$ cat src/rtl/button_mode_ctrl.sv
// Front-panel button sequencer: classifies MODE/UP/DOWN presses,
// runs the display-mode FSM and the adjustable alarm threshold.
module button_mode_ctrl #(
  parameter int CLKFREQ    = 1000,
  parameter int LONG_MS    = 1000,
  parameter int REPEAT_MS  = 200,
  parameter int TIMEOUT_MS = 5000,
  parameter int THR_W      = 8,
  parameter int THR_MIN    = 40,
  parameter int THR_MAX    = 180,
  parameter int THR_INIT   = 100
) (
  input  logic             clk,
  input  logic             rst_n,
  input  logic             btn_mode,
  input  logic             btn_up,
  input  logic             btn_down,
  output logic [1:0]       mode,
  output logic [THR_W-1:0] threshold,
  output logic             edit_active,
  output logic             mode_pulse,
  output logic             thr_pulse
);

  localparam int LONG_RAW = LONG_MS * CLKFREQ / 1000;
  localparam int REP_RAW  = REPEAT_MS * CLKFREQ / 1000;
  localparam int TMO_RAW  = TIMEOUT_MS * CLKFREQ / 1000;
  localparam int LONG_CYC = (LONG_RAW < 1) ? 1 : LONG_RAW;
  localparam int REP_CYC  = (REP_RAW < 1) ? 1 : REP_RAW;
  localparam int TMO_CYC  = (TMO_RAW < 1) ? 1 : TMO_RAW;
  localparam int LW = $clog2(LONG_CYC) + 1;
  localparam int RW = $clog2(REP_CYC) + 1;
  localparam int TW = $clog2(TMO_CYC) + 1;

  localparam logic [LW-1:0] LONG_V  = LW'(LONG_CYC);
  localparam logic [LW-1:0] LONG_M1 = LW'(LONG_CYC - 1);
  localparam logic [RW-1:0] REP_M1  = RW'(REP_CYC - 1);
  localparam logic [TW-1:0] TMO_V   = TW'(TMO_CYC);
  localparam logic [TW-1:0] TMO_M1  = TW'(TMO_CYC - 1);
  localparam logic [THR_W-1:0] TMIN  = THR_W'(THR_MIN);
  localparam logic [THR_W-1:0] TMAX  = THR_W'(THR_MAX);
  localparam logic [THR_W-1:0] TINIT = THR_W'(THR_INIT);

  typedef enum logic [1:0] {
    VIEW_HR   = 2'd0,
    VIEW_TEMP = 2'd1,
    VIEW_SPO2 = 2'd2,
    EDIT      = 2'd3
  } mode_e;

  logic [2:0]       w_lvl, w_press, w_held, w_rel, w_clr, w_long;
  logic [2:1]       w_rpt;
  logic             w_both, w_act, w_tmo;
  logic             w_m_short, w_up, w_dn;
  logic [2:0]       r_prev, r_arm;
  logic [LW-1:0]    r_cnt [3];
  logic [RW-1:0]    r_rep [1:2];
  logic [TW-1:0]    r_idle;
  mode_e            r_mode, w_mode_nxt;
  logic [THR_W-1:0] r_thr, w_thr_nxt;
  logic             r_edit, r_mpulse, r_tpulse;

  assign w_lvl   = {btn_down, btn_up, btn_mode};
  assign w_press = w_lvl & ~r_prev;
  assign w_held  = w_lvl & r_prev;
  assign w_rel   = ~w_lvl & r_prev;
  assign w_both  = btn_up & btn_down;
  assign w_act   = |w_lvl;
  // UP+DOWN together restart both hold timers from zero
  assign w_clr   = w_press | {w_both, w_both, 1'b0};

  always_comb begin
    w_long = '0;
    w_rpt  = '0;
    for (int i = 0; i < 3; i++) begin
      w_long[i] = w_held[i] & r_arm[i] & ~w_clr[i]
                & (r_cnt[i] == LONG_M1);
    end
    for (int i = 1; i < 3; i++) begin
      w_rpt[i] = w_held[i] & r_arm[i] & ~w_both
               & (r_cnt[i] == LONG_V) & (r_rep[i] == REP_M1);
    end
  end

  assign w_m_short = w_rel[0] & r_arm[0] & (r_cnt[0] < LONG_V);
  assign w_up  = (w_press[1] & ~btn_down) | w_long[1] | w_rpt[1];
  assign w_dn  = (w_press[2] & ~btn_up) | w_long[2] | w_rpt[2];
  assign w_tmo = ~w_act & (r_idle >= TMO_M1);

  // arm bit blocks any event from a button held through reset
  always_ff @(posedge clk or negedge rst_n) begin
    if (!rst_n) begin
      r_prev <= 3'b111;
      r_arm  <= '0;
      for (int i = 0; i < 3; i++) r_cnt[i] <= LONG_V;
      for (int i = 1; i < 3; i++) r_rep[i] <= '0;
    end else begin
      r_prev <= w_lvl;
      r_arm  <= (r_arm & ~w_rel) | w_press;
      for (int i = 0; i < 3; i++) begin
        if (w_clr[i])
          r_cnt[i] <= '0;
        else if (w_held[i] && r_cnt[i] != LONG_V)
          r_cnt[i] <= r_cnt[i] + 1'b1;
      end
      for (int i = 1; i < 3; i++) begin
        if (w_clr[i] || !w_held[i] || r_cnt[i] != LONG_V
            || r_rep[i] == REP_M1)
          r_rep[i] <= '0;
        else
          r_rep[i] <= r_rep[i] + 1'b1;
      end
    end
  end

  always_comb begin
    w_mode_nxt = r_mode;
    w_thr_nxt  = r_thr;
    case (r_mode)
      EDIT: begin
        if (w_m_short || w_long[0] || w_tmo)
          w_mode_nxt = VIEW_HR;
        else if (w_up && r_thr < TMAX)
          w_thr_nxt = r_thr + 1'b1;
        else if (w_dn && r_thr > TMIN)
          w_thr_nxt = r_thr - 1'b1;
      end
      default: begin
        if (w_long[0])
          w_mode_nxt = EDIT;
        else if (w_m_short)
          w_mode_nxt = (r_mode == VIEW_SPO2) ? VIEW_HR
                     : mode_e'(r_mode + 2'd1);
      end
    endcase
  end

  always_ff @(posedge clk or negedge rst_n) begin
    if (!rst_n) begin
      r_mode   <= VIEW_HR;
      r_thr    <= TINIT;
      r_edit   <= 1'b0;
      r_mpulse <= 1'b0;
      r_tpulse <= 1'b0;
      r_idle   <= '0;
    end else begin
      r_mode   <= w_mode_nxt;
      r_thr    <= w_thr_nxt;
      r_edit   <= (w_mode_nxt == EDIT);
      r_mpulse <= (w_mode_nxt != r_mode);
      r_tpulse <= (w_thr_nxt != r_thr);
      if (w_act || (r_mode != EDIT && w_mode_nxt == EDIT))
        r_idle <= '0;
      else if (r_idle != TMO_V)
        r_idle <= r_idle + 1'b1;
    end
  end

  assign mode        = r_mode;
  assign threshold   = r_thr;
  assign edit_active = r_edit;
  assign mode_pulse  = r_mpulse;
  assign thr_pulse   = r_tpulse;

endmodule

$ cat config.mk
export PLATFORM = sky130hd
export DESIGN_NAME = button_mode_ctrl
export DESIGN_NICKNAME = d
export VERILOG_FILES = /design/src/rtl/button_mode_ctrl.sv
export SDC_FILE = /design/constraint.sdc
export NUM_CORES = 1
export LEC_CHECK = 0
export CORE_ASPECT_RATIO = 1.75
export CORE_MARGIN = 8
export CORE_UTILIZATION = 55
export CTS_CLUSTER_DIAMETER = 30
export DETAILED_ROUTE_END_ITERATION = 16
export GPL_ROUTABILITY_DRIVEN = 0
export PLACE_DENSITY = 0.83
export SETUP_SLACK_MARGIN = 0.4
export SLEW_MARGIN = 20
export SYNTH_ARGS = -nofsm -noshare
export SYNTH_HDL_FRONTEND = slang
export SYNTH_SLANG_ARGS = --single-unit
$ cat constraint.sdc
create_clock -name clk -period 2.2 [get_ports clk]
set_clock_uncertainty 0.1 [all_clocks]
set_input_delay 0.44 -clock clk [delete_from_list [all_inputs] [get_ports clk]]
set_output_delay 0.44 -clock clk [all_outputs]
set_load 0.01 [all_outputs]
==> results of run 1 <==
-- synth_stat cells (2+ instances only) --
| cell type | instances | area share [%] |
|---|---|---|
| sky130_fd_sc_hd__a21oi_1 | 12 | 1.3 |
| sky130_fd_sc_hd__a31oi_1 | 2 | 0.28 |
| sky130_fd_sc_hd__and3_1 | 5 | 0.69 |
| sky130_fd_sc_hd__buf_6 | 2 | 0.50 |
| sky130_fd_sc_hd__clkbuf_1 | 11 | 0.92 |
| sky130_fd_sc_hd__dfrtp_1 | 60 | 33 |
| sky130_fd_sc_hd__dfstp_2 | 24 | 14 |
| sky130_fd_sc_hd__ha_1 | 13 | 3.6 |
| sky130_fd_sc_hd__inv_1 | 25 | 2.1 |
| sky130_fd_sc_hd__mux2_2 | 2 | 0.50 |
| sky130_fd_sc_hd__nand2_1 | 35 | 2.9 |
| sky130_fd_sc_hd__nand2b_1 | 2 | 0.28 |
| sky130_fd_sc_hd__nand3_1 | 32 | 3.6 |
| sky130_fd_sc_hd__nand3b_1 | 5 | 0.83 |
| sky130_fd_sc_hd__nand4_1 | 14 | 1.9 |
| sky130_fd_sc_hd__nand4bb_1 | 2 | 0.50 |
| sky130_fd_sc_hd__nor2_1 | 56 | 4.7 |
| sky130_fd_sc_hd__nor2_2 | 14 | 1.9 |
| sky130_fd_sc_hd__nor2b_1 | 5 | 0.69 |
| sky130_fd_sc_hd__nor3_1 | 12 | 1.3 |
| sky130_fd_sc_hd__nor4_1 | 10 | 1.4 |
| sky130_fd_sc_hd__o21ai_0 | 17 | 1.9 |
| sky130_fd_sc_hd__o21ai_1 | 11 | 1.2 |
| sky130_fd_sc_hd__o22ai_1 | 3 | 0.42 |
| sky130_fd_sc_hd__o31ai_1 | 8 | 1.3 |
| sky130_fd_sc_hd__or2_1 | 2 | 0.28 |
| sky130_fd_sc_hd__or2_2 | 2 | 0.28 |
| sky130_fd_sc_hd__or3_1 | 10 | 1.4 |
| sky130_fd_sc_hd__or4_1 | 7 | 1.2 |
| sky130_fd_sc_hd__xnor2_1 | 21 | 4.1 |
| sky130_fd_sc_hd__xor2_1 | 30 | 5.8 |
-- sequential cells by signal (all words and copies together), names as in the netlist --
register / cells
thr_pulse: 1
mode_pulse: 1
edit_active: 1
mode: 2
r_idle: 14
r_arm: 3
r_prev: 3
threshold: 8
r_rep: 18
r_cnt: 33
-- power by group through the flow --
stage / Sequential (mW) / Clock, mW / Combinational, mW
finish: 1.72 / 1.42 / 0.739
global route: 1.73 / 1.48 / 0.783
CTS: 1.70 / 1.42 / 0.600
detailed placement: 1.73 / 0 / 0.498
global placement: 1.73 / 0 / 0.483
floorplan: 1.73 / 0 / 0.240
-- repair_timing --
action                                 CTS  global route
gates resized for setup                 86            84
endpoints found under the hold margin   27             0
setup endpoints to repair               62            60
cloned                                   2             0
pin swaps                               28            26
hold buffers                             1             0
setup buffers                           19            11
-- stage by stage --
stage / total power, mW / area [sq um]
2_1_floorplan: 1.97 / 4560
3_3_place_gp: 2.21 / 5290
3_5_place_dp: 2.23 / 5290
4_1_cts: 3.72 / 6030
5_1_grt: 3.99 / 6500
6_report: 3.88 / 6500
-- cells by family (layout without fill, tap and decap cells) --
logic type	count (synthesis)	after routing	synth area share, %
AO/OA/AOI/OAI	64	64	8.64
buffers and inverters	38	157	3.50
AND/OR/NAND/NOR	224	225	26.2
adder cells (fa/ha/maj)	14	14	3.84
flip-flops	84	84	47.4
multiplexers	2	2	0.500
XOR/XNOR	51	51	9.92
-- critical path: cells and delay by family (launching register included) --
family / cells / cell delay [ns]
XOR/XNOR: 1 / 0.25
flip-flops: 1 / 0.36
AND/OR/NAND/NOR: 2 / 0.32
buffers and inverters: 2 / 0.33
AO/OA/AOI/OAI: 3 / 0.81
adder cells (fa/ha/maj): 1 / 0.18
-- routing by layer --
metal / global-route usage, % / share of wire (%) / vias to the layer above
li1: - / - / 1898
met3: 4.74 / 6.7 / 123
met5: 0 / 0 / -
met2: 42.6 / 53 / 298
met1: 22.6 / 33 / 2240
met4: 12.3 / 7.5 / 0
-- final cells by class --
| type | count | area share, % |
|---|---|---|
| flip-flops and latches | 84 | 32.9 |
| clock buffers | 14 | 4.06 |
| inverters | 25 | 1.48 |
| clock inverters | 2 | 0.154 |
| repair buffers | 116 | 15.2 |
| multi-input cells | 356 | 44.4 |
| well taps | 90 | 1.73 |
-- how the worst max path moves through the flow --
stage / start / endpoint / slack [ns] / cells past startpoint
after global placement: btn_mode / threshold[1]$_DFF_PN0_ / -0.19 / 7
after CTS: r_cnt[16]$_DFFE_PN1P_ / r_rep[12]$_DFF_PN0_ / -0.03 / 5
after detailed placement: btn_mode / threshold[1]$_DFF_PN0_ / -0.30 / 6
after floorplan: r_cnt[16]$_DFFE_PN1P_ / r_rep[11]$_DFF_PN0_ / 0.09 / 5
after global routing: r_cnt[11]$_DFFE_PN0P_ / threshold[3]$_DFF_PN0_ / -0.32 / 9
final: r_cnt[11]$_DFFE_PN0P_ / threshold[3]$_DFF_PN0_ / -0.28 / 9
==> results_dict.tcl, run 1 <==
set metrics [dict create \
    cts.clk_slew.worst_paths_ns 0.06 \
    path_class "flop to flop" \
    pin_count_of_the_biggest_net_entering_global_routing 42 \
    cts_buffer_depth 2 \
    fin_util_pct 81.6 \
    floorplan.core_area_sq_mm 0.00796 \
    globalRouteTotalUtil_pct 22.7 \
    yosys_register_bits 84 \
    synth_area_sq_mm 0.00450 \
    hold_violations 0 \
    violations "negative setup slack" \
    path_cells "buf_4, ha_2, nand2_2, o22ai_1, o21ai_2, buf_4, nor3_2, o21ai_2, xnor2_1" \
    nature_of_the_critical_path_endpoint "flop" \
    detail_route.first_pass.iterations 5 \
    fp-row-count 43 \
    proportion_of_synthesized_flip_flops_having_asynchronous_set_or_reset_pct 100 \
    startpoint_type "flop" \
    cp_data_required_time_ns 2.34 \
    place_ws_ns -0.303 \
    syn-num-nets 495 \
    die-width_um 84.4 \
    hold_path_depth 1 \
    drt_first_iter_violations 514 \
    postLayoutSetupSlackWorst_ns -0.279 \
    crit_arrival_ns 2.62 \
    hold_path_class "input pin to flop" \
    min_period_over_period_pct 113 \
    leakagePower_nw 2.65 \
    cts.htree.levels 3 \
    grt_setup_unrepaired "yes" \
    ctsRootBufferMaster "sky130_fd_sc_hd__clkbuf_16" \
    power_switching_mw 1.13 \
    slew_viol_final 0 \
    post_synth.cell_area_avg_sq_um 9.44 \
    rr_worst_depth 9 \
    vdd.ir_drop.worst_v 0.000525 \
    worst-r2r-setup-slack_ns -0.28 \
    critical-path-max-stage-delay_ns 0.46 \
    antenna_nets_post_route 0 \
    crit_slowest_cell "sky130_fd_sc_hd__o22ai_1" \
    layoutNonFillerInstCount 687 \
    run_status "finished, violations left" \
    drv_cap 0 \
    commonest_cells_after_routing_fill_and_taps_aside "sky130_fd_sc_hd__buf_4 (79), sky130_fd_sc_hd__dfrtp_1 (56), sky130_fd_sc_hd__nor2_1 (44)" \
    finish.net_count 610 \
    hold_path.startpoint "btn_up" \
    internal_power_mw 2.76 \
    design.die.area_sq_mm 0.0115 \
    yosys.cell_types.count 54 \
    die_h_um 136 \
    grt_pass1_vias 4435 \
    drive_above_1_share_pct 44.1 \
    r2r-start "r_cnt[11]$_DFFE_PN0P_" \
    via_per_inst 6.64 \
    tritoncts_clock_tree "yes" \
    detail_route.wl_per_cell_um 23.7 \
    crit_path_max_fanout 6 \
    power_per_cell_area_mw_per_mm2 598 \
    yosysWarningCount 0 \
    fin_worst_hold_slack_ns 0.333 \
    fillers 380 \
    grt_first_pass_wirelength_um 20800 \
    tns_setup_ns -1.92 \
    clock_network_fraction_of_design_power_pct 36.6 \
    worst_slew_pin_slew_ns 0.534 \
    max-slew-margin-rel_pct 64.4 \
    number_of_failing_setup_endpoints_in_the_final_timing_report 18 \
    clkSinkCount 84 \
    routed-via-count 4559 \
    drcViolationCount 0 \
    detailedPlacementHpwl_um 7240 \
    synthesis.instances 477 \
    antenna-diode-count 0 \
    io_pins 18 \
    tritoncts_buffers 9 \
    register_area_sq_mm 0.00214 \
    total_routed_length_um 16300 \
    whs_endpoint "r_prev[1]$_DFF_PN1_" \
    multi_input_comb_area_sq_mm 0.00289 \
    comb_power_share_pct 19.0 \
    seq_power_share_pct 44.4 \
    gr-total-overflow 0 \
    antenna_violations_before_repair 0 \
    layout_min_cycle_time_ns 2.48 \
    achievable-frequency_mhz 403 \
    synthFlopType "sky130_fd_sc_hd__dfrtp_1" \
    post-place-cells 638 \
    io_buffers 17 \
    final_common_cell "sky130_fd_sc_hd__buf_4" \
    clock_latency_ns 0.35 \
    seq_area_frac_synth_pct 47.4 \
    synth_edf_count 0 \
    switching_power_share_of_the_total_pct 29.1 \
    regToRegEndpoint "threshold[3]$_DFF_PN0_" \
    initial_utilization_pct 56.5 \
    flow.area_growth_from_synthesis_pct 44.4 \
]
No activity file was read; power rests on OpenSTA's default activity.
==> run 2, diff against run 1 <==
- CAP_MARGIN: not set -> 5
- PLACE_DENSITY: 0.83 -> not set
- PLACE_DENSITY_LB_ADDON: not set -> 0.1
- SLEW_MARGIN: 20 -> 5
==> run 2 against run 1 <==
Effect of this change: the run now ends clean; clock power up 11%; sequential power about the same; sequential cell count stayed put; critical path type unchanged.
==> results_dict.tcl, run 2 (synthesis gave the netlist of run 1 again) <==
set metrics [dict create \
    tritoncts_clock_tree "yes" \
    commonest_cells_after_routing_fill_and_taps_aside "sky130_fd_sc_hd__buf_4 (77), sky130_fd_sc_hd__dfrtp_1 (55), sky130_fd_sc_hd__nor2_1 (47)" \
    fin_worst_hold_slack_ns 0.349 \
    fin_total_pwr_mw 3.93 \
    drcViolationCount 0 \
    place_ws_ns -0.236 \
    antenna-diode-count 0 \
    clkSinkCount 84 \
    layout_min_cycle_time_ns 2.19 \
    cts.clk_slew.worst_paths_ns 0.06 \
    routed-via-count 4037 \
    fp-row-count 43 \
    floorplan.core_area_sq_mm 0.00796 \
    register_area_sq_mm 0.00214 \
    grt_first_pass_wirelength_um 19400 \
    drt_first_iter_violations 193 \
    die_h_um 136 \
    grt_pass1_vias 4242 \
    fillers 469 \
    critical-path-max-stage-delay_ns 0.54 \
    drive_above_1_share_pct 42.2 \
    number_of_failing_setup_endpoints_in_the_final_timing_report 0 \
    hold_path_class "input pin to flop" \
    tns_setup_ns 0 \
    antenna_violations_before_repair 0 \
    largest_register_ffs 33 \
    worst_slew_pin_slew_ns 0.512 \
    nature_of_the_critical_path_endpoint "flop" \
    crit_slowest_cell "sky130_fd_sc_hd__dfstp_2" \
    final_common_cell "sky130_fd_sc_hd__buf_4" \
    detail_route.first_pass.iterations 5 \
    io_buffers 17 \
    finish.net_count 605 \
    drv_cap 0 \
    slew_viol_final 0 \
    initial_utilization_pct 56.5 \
    max-slew-margin-rel_pct 65.9 \
    crit_arrival_ns 2.37 \
    run_status "finished, final reports clean" \
    detail_route.wl_per_cell_um 17.7 \
    io_pins 18 \
    power_per_cell_area_mw_per_mm2 613 \
    die-width_um 84.4 \
    grt_setup_unrepaired "yes" \
    largest_registers_in_the_final_layout "r_cnt: 33 flops, r_rep: 18 flops, r_idle: 14 flops" \
    tritoncts_buffers 9 \
    design.die.area_sq_mm 0.0115 \
    clock_latency_ns 0.34 \
    leakagePower_nw 2.64 \
    multi_input_comb_area_sq_mm 0.00282 \
    globalRouteTotalUtil_pct 21.0 \
    postLayoutSetupSlackWorst_ns 0.00885 \
    flow.area_growth_from_synthesis_pct 42.4 \
    cts.htree.levels 3 \
    path_class "flop to flop" \
    detailedPlacementHpwl_um 7520 \
    antenna_nets_post_route 0 \
    startpoint_type "flop" \
    cp_data_required_time_ns 2.37 \
    hold_violations 0 \
    achievable-frequency_mhz 456 \
    ctsRootBufferMaster "sky130_fd_sc_hd__clkbuf_16" \
    pin_count_of_the_biggest_net_entering_global_routing 40 \
    timing.critical_path.buf_inv 1 \
    vdd.ir_drop.worst_v 0.000716 \
    total_routed_length_um 12100 \
    path_cells "or3b_4, or3_4, or4_4, buf_8, nor2_4" \
    critical-path-top-delay-family "simple AND/OR/NAND/NOR gates" \
    largest-register "r_cnt" \
    fin_util_pct 80.5 \
    via_per_inst 5.92 \
    crit_path_max_fanout 5 \
    gr-total-overflow 0 \
    cts_buffer_depth 2 \
    min_period_over_period_pct 99.6 \
]
[run 2: changes by cell type in the layout (fill, tap and decap cells not counted), moves of 3 or more]
| cell | before | now |
|---|---|---|
| sky130_fd_sc_hd__buf_6 | 18 | 14 |
| sky130_fd_sc_hd__clkbuf_1 | 3 | 0 |
| sky130_fd_sc_hd__nand3_2 | 2 | 7 |
| sky130_fd_sc_hd__nand3_4 | 4 | 0 |
| sky130_fd_sc_hd__nor2_1 | 44 | 47 |
| sky130_fd_sc_hd__nor3_1 | 4 | 8 |
| sky130_fd_sc_hd__nor3_4 | 5 | 1 |
| sky130_fd_sc_hd__nor4_2 | 7 | 3 |
[run 2: area by class of cell]
cell class | instances | area share [%]
clock buffer | 11 | 3.94
clock inverter | 5 | 0.937
inverter | 25 | 1.50
multi-input combinational | 357 | 44.0
sequential | 84 | 33.3
tap | 90 | 1.76
timing repair buffer | 110 | 14.5
[run 2: worst paths after layout]
check	end	depth (start not counted)	start	slack [ns]
worst min register to register	r_rep[9]$_DFF_PN0_	1	r_rep[9]$_DFF_PN0_	0.40
worst max-delay path	r_rep[16]$_DFF_PN0_	5	r_cnt[16]$_DFFE_PN1P_	0.009
max in group asynchronous	r_prev[0]$_DFF_PN1_	3	rst_n	0.81
min in group asynchronous	r_rep[11]$_DFF_PN0_	2	rst_n	0.53
worst min-delay path	r_prev[2]$_DFF_PN1_	2	btn_down	0.35
worst max register to register	r_rep[16]$_DFF_PN0_	5	r_cnt[16]$_DFFE_PN1P_	0.009
[run 2: worst reg2reg max path: stages (launching register included)]
cell and delay [ns]:
sky130_fd_sc_hd__dfstp_2 0.54, sky130_fd_sc_hd__or3b_4 0.40, sky130_fd_sc_hd__or3_4 0.34, sky130_fd_sc_hd__or4_4 0.47, sky130_fd_sc_hd__buf_8 0.17, sky130_fd_sc_hd__nor2_4 0.10
[run 2: timing repair]
action / CTS / global route
gates resized for setup: 79 / 68
setup endpoints to repair: 64 / 58
hold buffers: 1 / 0
gates cloned: 2 / 1
setup buffers: 14 / 10
pin swaps: 31 / 41
endpoints found under the hold margin: 28 / 0
[run 2: metal layers]
layer	wire [um]	vias up	global-route usage [%]
met5	0	-	0
met4	380	0	9.67
met3	269	40	3.71
met2	6870	85	40.4
met1	4570	2018	21.3
li1	-	1894	-
[run 2: power by group]
| part | internal [mW] | switching [mW] | total (mW) | leakage (nW) |
|---|---|---|---|---|
| clock network | 0.943 | 0.625 | 1.57 | 0.152 |
| logic | 0.300 | 0.364 | 0.664 | 1.43 |
| registers | 1.62 | 0.0736 | 1.70 | 1.05 |
| total | 2.87 | 1.06 | 3.93 | 2.64 |
[run 2: metrics by stage]
| step | std cells | cell area [sq um] |
|---|---|---|
| floorplan | 477 | 4560 |
| global placement | 638 | 5290 |
| detailed placement | 638 | 5290 |
| CTS | 671 | 6050 |
| global route | 682 | 6410 |
| finish | 682 | 6410 |
